$ cat config.mk
export PLATFORM = sky130hd
export DESIGN_NAME = mpmc10_cache_fill
export DESIGN_NICKNAME = d
export VERILOG_FILES = /design/src/rtl/mpmc10_cache_fill.sv
export SDC_FILE = /design/constraint.sdc
export NUM_CORES = 2
export LEC_CHECK = 0
export ABC_AREA = 1
export ABC_CLOCK_PERIOD_IN_PS = 2120
export BUFFER_PORTS_ARGS = -buffer_cell sky130_fd_sc_hd__buf_2
export CORE_AREA = 3 3 589 591
export DETAILED_ROUTE_END_ITERATION = 8
export DIE_AREA = 0 0 592 594
export PLACE_DENSITY = 0.32
export SYNTH_ARGS = -nofsm -noshare
export SYNTH_HDL_FRONTEND = slang
export SYNTH_SLANG_ARGS = --single-unit
$ cat constraint.sdc
create_clock -name clk -period 2.12 [get_ports clk]
set_clock_uncertainty 0.1 [all_clocks]
set_input_delay 0.318 -clock clk [delete_from_list [all_inputs] [get_ports clk]]
set_output_delay 0.318 -clock clk [all_outputs]
set_load 0.05 [all_outputs]
$ cat src/rtl/mpmc10_cache_fill.sv
// rtl/mpmc10_cache_fill.sv - cache line fill engine: read set, tag compare, dirty victim evict, set write-back
package mpmc10_pkg;
    localparam int CACHE_ASSOC    = 4;
    localparam int CACHE_TAG_BITS = 19;

    typedef struct packed {
        logic [CACHE_TAG_BITS-1:0] tag;
        logic                      modified;
        logic [127:0]              data;
    } mpmc10_cache_line_t;

    typedef struct packed {
        mpmc10_cache_line_t [CACHE_ASSOC-1:0] lines;
    } mpmc10_quad_cache_line_t;
endpackage

module mpmc10_cache_fill
    import mpmc10_pkg::*;
#(
    parameter int AMSB     = 28,
    parameter int IDX_BITS = 6
) (
    input  logic                    clk,
    input  logic                    rst_n,
    input  logic                    fill_valid_i,
    output logic                    fill_ready_o,
    input  logic [AMSB:0]           fill_adr_i,
    input  logic [127:0]            fill_dat_i,
    output logic                    ram_rd_o,
    output logic [IDX_BITS-1:0]     ram_adr_o,
    input  mpmc10_quad_cache_line_t ram_dat_i,
    output logic                    ram_we_o,
    output mpmc10_quad_cache_line_t ram_dat_o,
    output logic                    evict_valid_o,
    input  logic                    evict_ready_i,
    output logic [AMSB:0]           evict_adr_o,
    output logic [127:0]            evict_dat_o,
    output logic                    busy_o
);

    localparam int TAG_W = AMSB - IDX_BITS - 3;

    typedef enum logic [2:0] {
        S_IDLE  = 3'd0,
        S_RDSET = 3'd1,
        S_CMP   = 3'd2,
        S_EVICT = 3'd3,
        S_WRSET = 3'd4
    } state_e;

    state_e                  state_q, state_d;
    logic [AMSB:4]           adr_q, adr_d;
    logic [127:0]            dat_q, dat_d;
    mpmc10_quad_cache_line_t set_q, set_d;
    logic [1:0]              way_q, way_d;
    logic                    miss_q, miss_d;
    logic [1:0]              rr_q, rr_d;

    logic [TAG_W-1:0]        adr_tag;
    logic [IDX_BITS-1:0]     adr_idx;
    logic                    hit;
    logic [1:0]              hit_way;
    logic [1:0]              sel_way;
    logic                    sel_modified;
    logic                    unused_ok;

    assign adr_tag   = adr_q[AMSB:IDX_BITS+4];
    assign adr_idx   = adr_q[IDX_BITS+3:4];
    // Fills are whole lines; the byte offset carries no information here.
    assign unused_ok = ^fill_adr_i[3:0];

    // Descending scan so the lowest-numbered matching way is the one kept.
    always_comb begin
        hit     = 1'b0;
        hit_way = 2'd0;
        for (int w = CACHE_ASSOC - 1; w >= 0; w--) begin
            if (ram_dat_i.lines[w].tag == adr_tag) begin
                hit     = 1'b1;
                hit_way = 2'(w);
            end
        end
    end

    assign sel_way      = hit ? hit_way : rr_q;
    assign sel_modified = ram_dat_i.lines[sel_way].modified;

    always_ff @(posedge clk or negedge rst_n) begin
        if (!rst_n) begin
            state_q <= S_IDLE;
        end else begin
            state_q <= state_d;
        end
    end

    always_ff @(posedge clk or negedge rst_n) begin
        if (!rst_n) begin
            adr_q  <= '0;
            dat_q  <= '0;
            set_q  <= '0;
            way_q  <= '0;
            miss_q <= 1'b0;
            rr_q   <= '0;
        end else begin
            adr_q  <= adr_d;
            dat_q  <= dat_d;
            set_q  <= set_d;
            way_q  <= way_d;
            miss_q <= miss_d;
            rr_q   <= rr_d;
        end
    end

    always_comb begin
        state_d = state_q;
        case (state_q)
            S_IDLE:  if (fill_valid_i) state_d = S_RDSET;
            S_RDSET: state_d = S_CMP;
            // A dirty hit is left alone so fill data never clobbers newer writes.
            S_CMP: begin
                if (sel_modified) state_d = hit ? S_IDLE : S_EVICT;
                else              state_d = S_WRSET;
            end
            S_EVICT: if (evict_ready_i) state_d = S_WRSET;
            S_WRSET: state_d = S_IDLE;
            default: state_d = S_IDLE;
        endcase
    end

    always_comb begin
        adr_d  = adr_q;
        dat_d  = dat_q;
        set_d  = set_q;
        way_d  = way_q;
        miss_d = miss_q;
        rr_d   = rr_q;
        case (state_q)
            S_IDLE: begin
                if (fill_valid_i) begin
                    adr_d = fill_adr_i[AMSB:4];
                    dat_d = fill_dat_i;
                end
            end
            S_CMP: begin
                set_d  = ram_dat_i;
                way_d  = sel_way;
                miss_d = !hit;
            end
            S_WRSET: begin
                if (miss_q) rr_d = rr_q + 2'd1;
            end
            default: ;
        endcase
    end

    always_comb begin
        fill_ready_o  = (state_q == S_IDLE);
        busy_o        = (state_q != S_IDLE);
        ram_rd_o      = (state_q == S_RDSET);
        ram_we_o      = (state_q == S_WRSET);
        evict_valid_o = (state_q == S_EVICT);
        ram_adr_o     = adr_idx;
        evict_adr_o   = {set_q.lines[way_q].tag, adr_idx, 4'h0};
        evict_dat_o   = set_q.lines[way_q].data;
        ram_dat_o     = set_q;
        ram_dat_o.lines[way_q].tag      = adr_tag;
        ram_dat_o.lines[way_q].modified = 1'b0;
        ram_dat_o.lines[way_q].data     = dat_q;
    end

endmodule

# --- After elaboration in Yosys (flattened, before gate mapping) ---
# Cells that the tools add are included.
classes:
  add_sub_neg: 1
  order_cmp: 3
  eq_ne: 10
  mux: 27
  reduce_logical: 7
ops:
  columns: ["cell", "n"]
  rows:
  - ["592-bit bitwise mux", 3]
  - ["148-bit demux with 2-bit select", 3]
  - ["148-bit binary-select mux with 2-bit select", 2]
  - ["148-bit two-way mux", 2]
  - ["129-bit two-way mux", 2]
  - ["128-bit two-way mux", 1]
  - ["19-bit == test", 4]
  - ["2-bit two-way mux", 6]
  - ["3-bit case mux with 4 select lines", 1]
  - ["3-bit two-way mux", 3]
  - ["3-bit by 2-bit == test with 1-bit output (second input constant)", 2]
  - ["2-bit by 3-bit less-than comparator with 1-bit output (second input constant)", 2]
  - ["2-bit AND reduction", 3]
  - ["1-bit two-way mux", 4]
  - ["3-bit by 1-bit == test with 1-bit output (second input constant)", 1]
  - ["3-bit == test (second input constant)", 1]
  - ["3-bit zero test", 1]
  - ["3-bit nonzero test", 1]
  - ["2-bit by 1-bit adder with 2-bit output (second input constant)", 1]
  - ["2-bit by 1-bit greater-or-equal comparator with 1-bit output (second input constant)", 1]
  - ["2-bit by 1-bit inequality test with 1-bit output (second input constant)", 1]
  - ["2-bit inequality test (second input constant)", 1]
  - ["1-bit logical AND", 1]
  - ["1-bit zero test", 1]
word_totals:
  regBits: 753
  inputBits: 753
  out_inout_bits: 760
  elab_cells: 66

# --- Longest topological paths before layout ---
depth:
  ltp_word: 10
  mapped_depth: 18
  depth_no_buf: 17

# --- Worst setup path before layout ---
# Ideal clock, no wire load.
synth_path:
  path_kind: "flip-flop to output port"
  from: "reg way_q[0]"
  to: "out ram_dat_o[201] (netlist name)"
  arrival_time_ns: 2.383
  required_ns: 1.702
  setup_slack_ns: -0.681
  path_stages_with_launch: 8
  n_path_buf: 3
  cell_sequence: "dfrtp_1 clkbuf_1 inv_2 nor2_2 inv_2 clkbuf_1 clkbuf_1 o21ai_0"
synth_lines:
  columns: ["item", "line_no", "rtl"]
  rows:
  - ["from (decl)", "55", "logic [1:0] way_q, way_d;"]
  - ["from (signal assigned)", "107", "way_q <= way_d;"]
  - ["to (decl)", "33", "output mpmc10_quad_cache_line_t ram_dat_o,"]

==> reports/qor.yml <==
dieArea_mm2: 0.352
cp_max_fo: 11
yosys.area_share.simple_pct: 30.9
synth-async-reset-ratio_pct: 100
synth_cell_types: 29
hold_path_class: "primary input to register"
initial_core_util_pct: 11.4
drt-vias-per-instance: 3.93
top_level_ports: 1513
synth_commonest_cells: "nand2_1, dfrtp_1, o21ai_0"
fin_crit_sh_pct: 149
synth.cell_area_mm2: 0.0390
cts_made_buffers: 110
synthXorXnorAreaFrac_pct: 1.19
dpl_cell_area_mm2: 0.0659
cts.clk_slew.worst_paths_ps: 60
yosysWarnings: 0
slew_violations: 0
drt_first_pass_iters: 6
finalInstanceArea_mm2: 0.0804
fp.dieW_um: 592
place.detailed.hpwl_um: 274000
synth-seq-area-share_pct: 48.4
worst_ep_arrival_time_ps: 2730
cts_tree: "built"
grt_max_degree: 77
wl_met1_um: 152000
rrSetupSlack_ps: -670
cp-start-kind: "register"
overflow: 0
synthAdderAreaFrac_pct: 0
min_period_ps: 3150
drtIter0Drc: 3761
synth_compound_area_share_pct: 12.9
ys_seq_elements: 753
cp.required_ps: 1700
violations: "setup timing"
drv_cap: 0
port_buffers: 1504
synth_top_family_by_area: "simple AND/OR/NAND/NOR gates"
grtUsageTotal_pct: 18.8
insertion_delay_ps: 800
synth-edff-count: 0
synth.mux.area_fraction_pct: 0.173
synth_top_cells_by_area: "dfrtp_1, nand2_1, o21ai_0"
first_global_vias: 50975
setup_viol: 749
gp_congestion: 0.891
fmax_ghz: 0.317
clock_sinks: 753
slew_headroom_pct: 36.4
avgSynthCellArea_um2: 7.18
grt_pass1_wl_um: 460000
path_class: "register to output pin"
rsz0062_at_grt: "true"
drc_errors: 0
synth_largest_area_cell: "dfrtp_1"
worstSetupEndpointType: "output pin"
cts_buffer_depth: 4
wirelength_um: 350000
drive_gt1_share_pct: 35.8
status: "complete, but fails checks"
antenna_found_initial: 63
nets: 8791
wl_met3_um: 24700
fp-row-count: 215
ant_nets: 0
utilization_pct: 23.5
wl_met2_um: 164000
topRoutingLayerUsed: "met5"
yosysMostFrequentCell: "nand2_1"
wl_per_cell_um: 27.5
synthCells: 5424
yosysTopAreaCellShare_pct: 48.4
htreeDepth: 3
core_area_mm2: 0.342
vias: 49905
finalHoldViolations: 0
die_h_um: 594
root_buffer: "clkbuf_16"
yosys_most_used_dff: "dfrtp_1"
worstMarginPinSlew_ps: 944
setup_ws_ps: -1030
area_delta_synth_final_pct: 107
-- what timing repair did --
item | in CTS | in global routing
setup endpoints to repair | 749 | 751
pin swaps | 10 | 9
hold buffers | 751 | 0
gates resized for setup | 305 | 276
endpoints found under the hold margin | 1143 | 0
cloned | 15 | 19
buffers inserted | 33 | 30
-- state kept, by name, summed over array words and instances (netlist names) --
signal	flops
adr_q	25
state_q	3
way_q	2
set_q	592
dat_q	128
rr_q	2
miss_q	1
-- path summary, 6_finish.rpt --
kind                                             from                endpoint  cells past startpoint
worst max-delay path             way_q[0]$_DFFE_PN0P_            ram_dat_o[1]                      7
worst min register to register    rr_q[1]$_DFFE_PN0P_     rr_q[1]$_DFFE_PN0P_                      1
worst max register to register  adr_q[26]$_DFFE_PN0P_    way_q[1]$_DFFE_PN0P_                     11
max in group asynchronous                       rst_n   adr_q[25]$_DFFE_PN0P_                      4
worst min-delay path                   ram_dat_i[519]  set_q[519]$_DFFE_PN0P_                      4
min in group asynchronous                       rst_n  set_q[367]$_DFFE_PN0P_                      3
-- cells by family (layout without fill, tap and decap cells) --
logic type / after synthesis / count (layout)
and+or+nand+nor: 3081 / 3081
AOI/OAI and AO/OA: 927 / 927
DFF: 753 / 753
buffers and inverters: 604 / 3296
xor gates and xnor gates: 52 / 52
muxes: 6 / 6
other: 1 / 38
-- area by class of cell --
cell class | instances | area (um^2)
Antenna cell | 34 | 85.1
Fill cell | 37697 | 262000
Multi-Input combinational cell | 4070 | 21600
Tap cell | 4557 | 5700
Clock buffer | 166 | 3170
Clock inverter | 27 | 272
Timing Repair Buffer | 2899 | 30000
Inverter | 204 | 805
Sequential cell | 753 | 18800
-- cells in the final DEF, fill, tap and decap left out, types with 18 or more instances in the layout --
cell / instances
nand2_1: 2403
buf_2: 968
dfrtp_1: 751
dlygate4sd3_1: 750
buf_12: 567
buf_4: 427
nor2_1: 318
o21ai_0: 192
nand3_1: 187
inv_1: 182
o21ai_2: 159
a21oi_1: 152
a21oi_4: 140
a22oi_1: 129
clkbuf_16: 129
nand3_2: 117
buf_6: 101
o21ai_4: 84
o21ai_1: 49
xnor2_1: 43
clkbuf_1: 35
diode_2: 34
buf_16: 32
buf_8: 26
clkbuf_8: 21
nand2_2: 20
a22oi_2: 18
-- layer usage --
metal / global-route usage [%] / vias to the layer above
met5: 0 / -
met4: 4.39 / 22
met3: 4.28 / 342
met2: 31.4 / 1953
met1: 24.4 / 24946
li1: - / 22642
-- critical path, stage by stage (launching register included) --
cell and delay [ps]:
dfrtp_2 460, buf_6 140, nor2_4 170, buf_12 230
buf_6 210, nor2_1 80, a21oi_4 390, buf_12 200
-- per-stage QoR --
step,worst slack [ps],std cells,setup TNS [ps],hold slack (ps)
final,-1030,12710,-629540,133
after CTS,-1170,12635,-744070,30.7
after detailed placement,-827,11645,-92490,187
after global placement,-1280,11644,-105360,178
after floorplan,-458,5427,-99950,-77.6
after global routing,-1150,12697,-733930,89.9
Power is left out: the tool's default activity adds up to more than one toggle a clock period on the data nets, which glitch-free logic cannot reach.
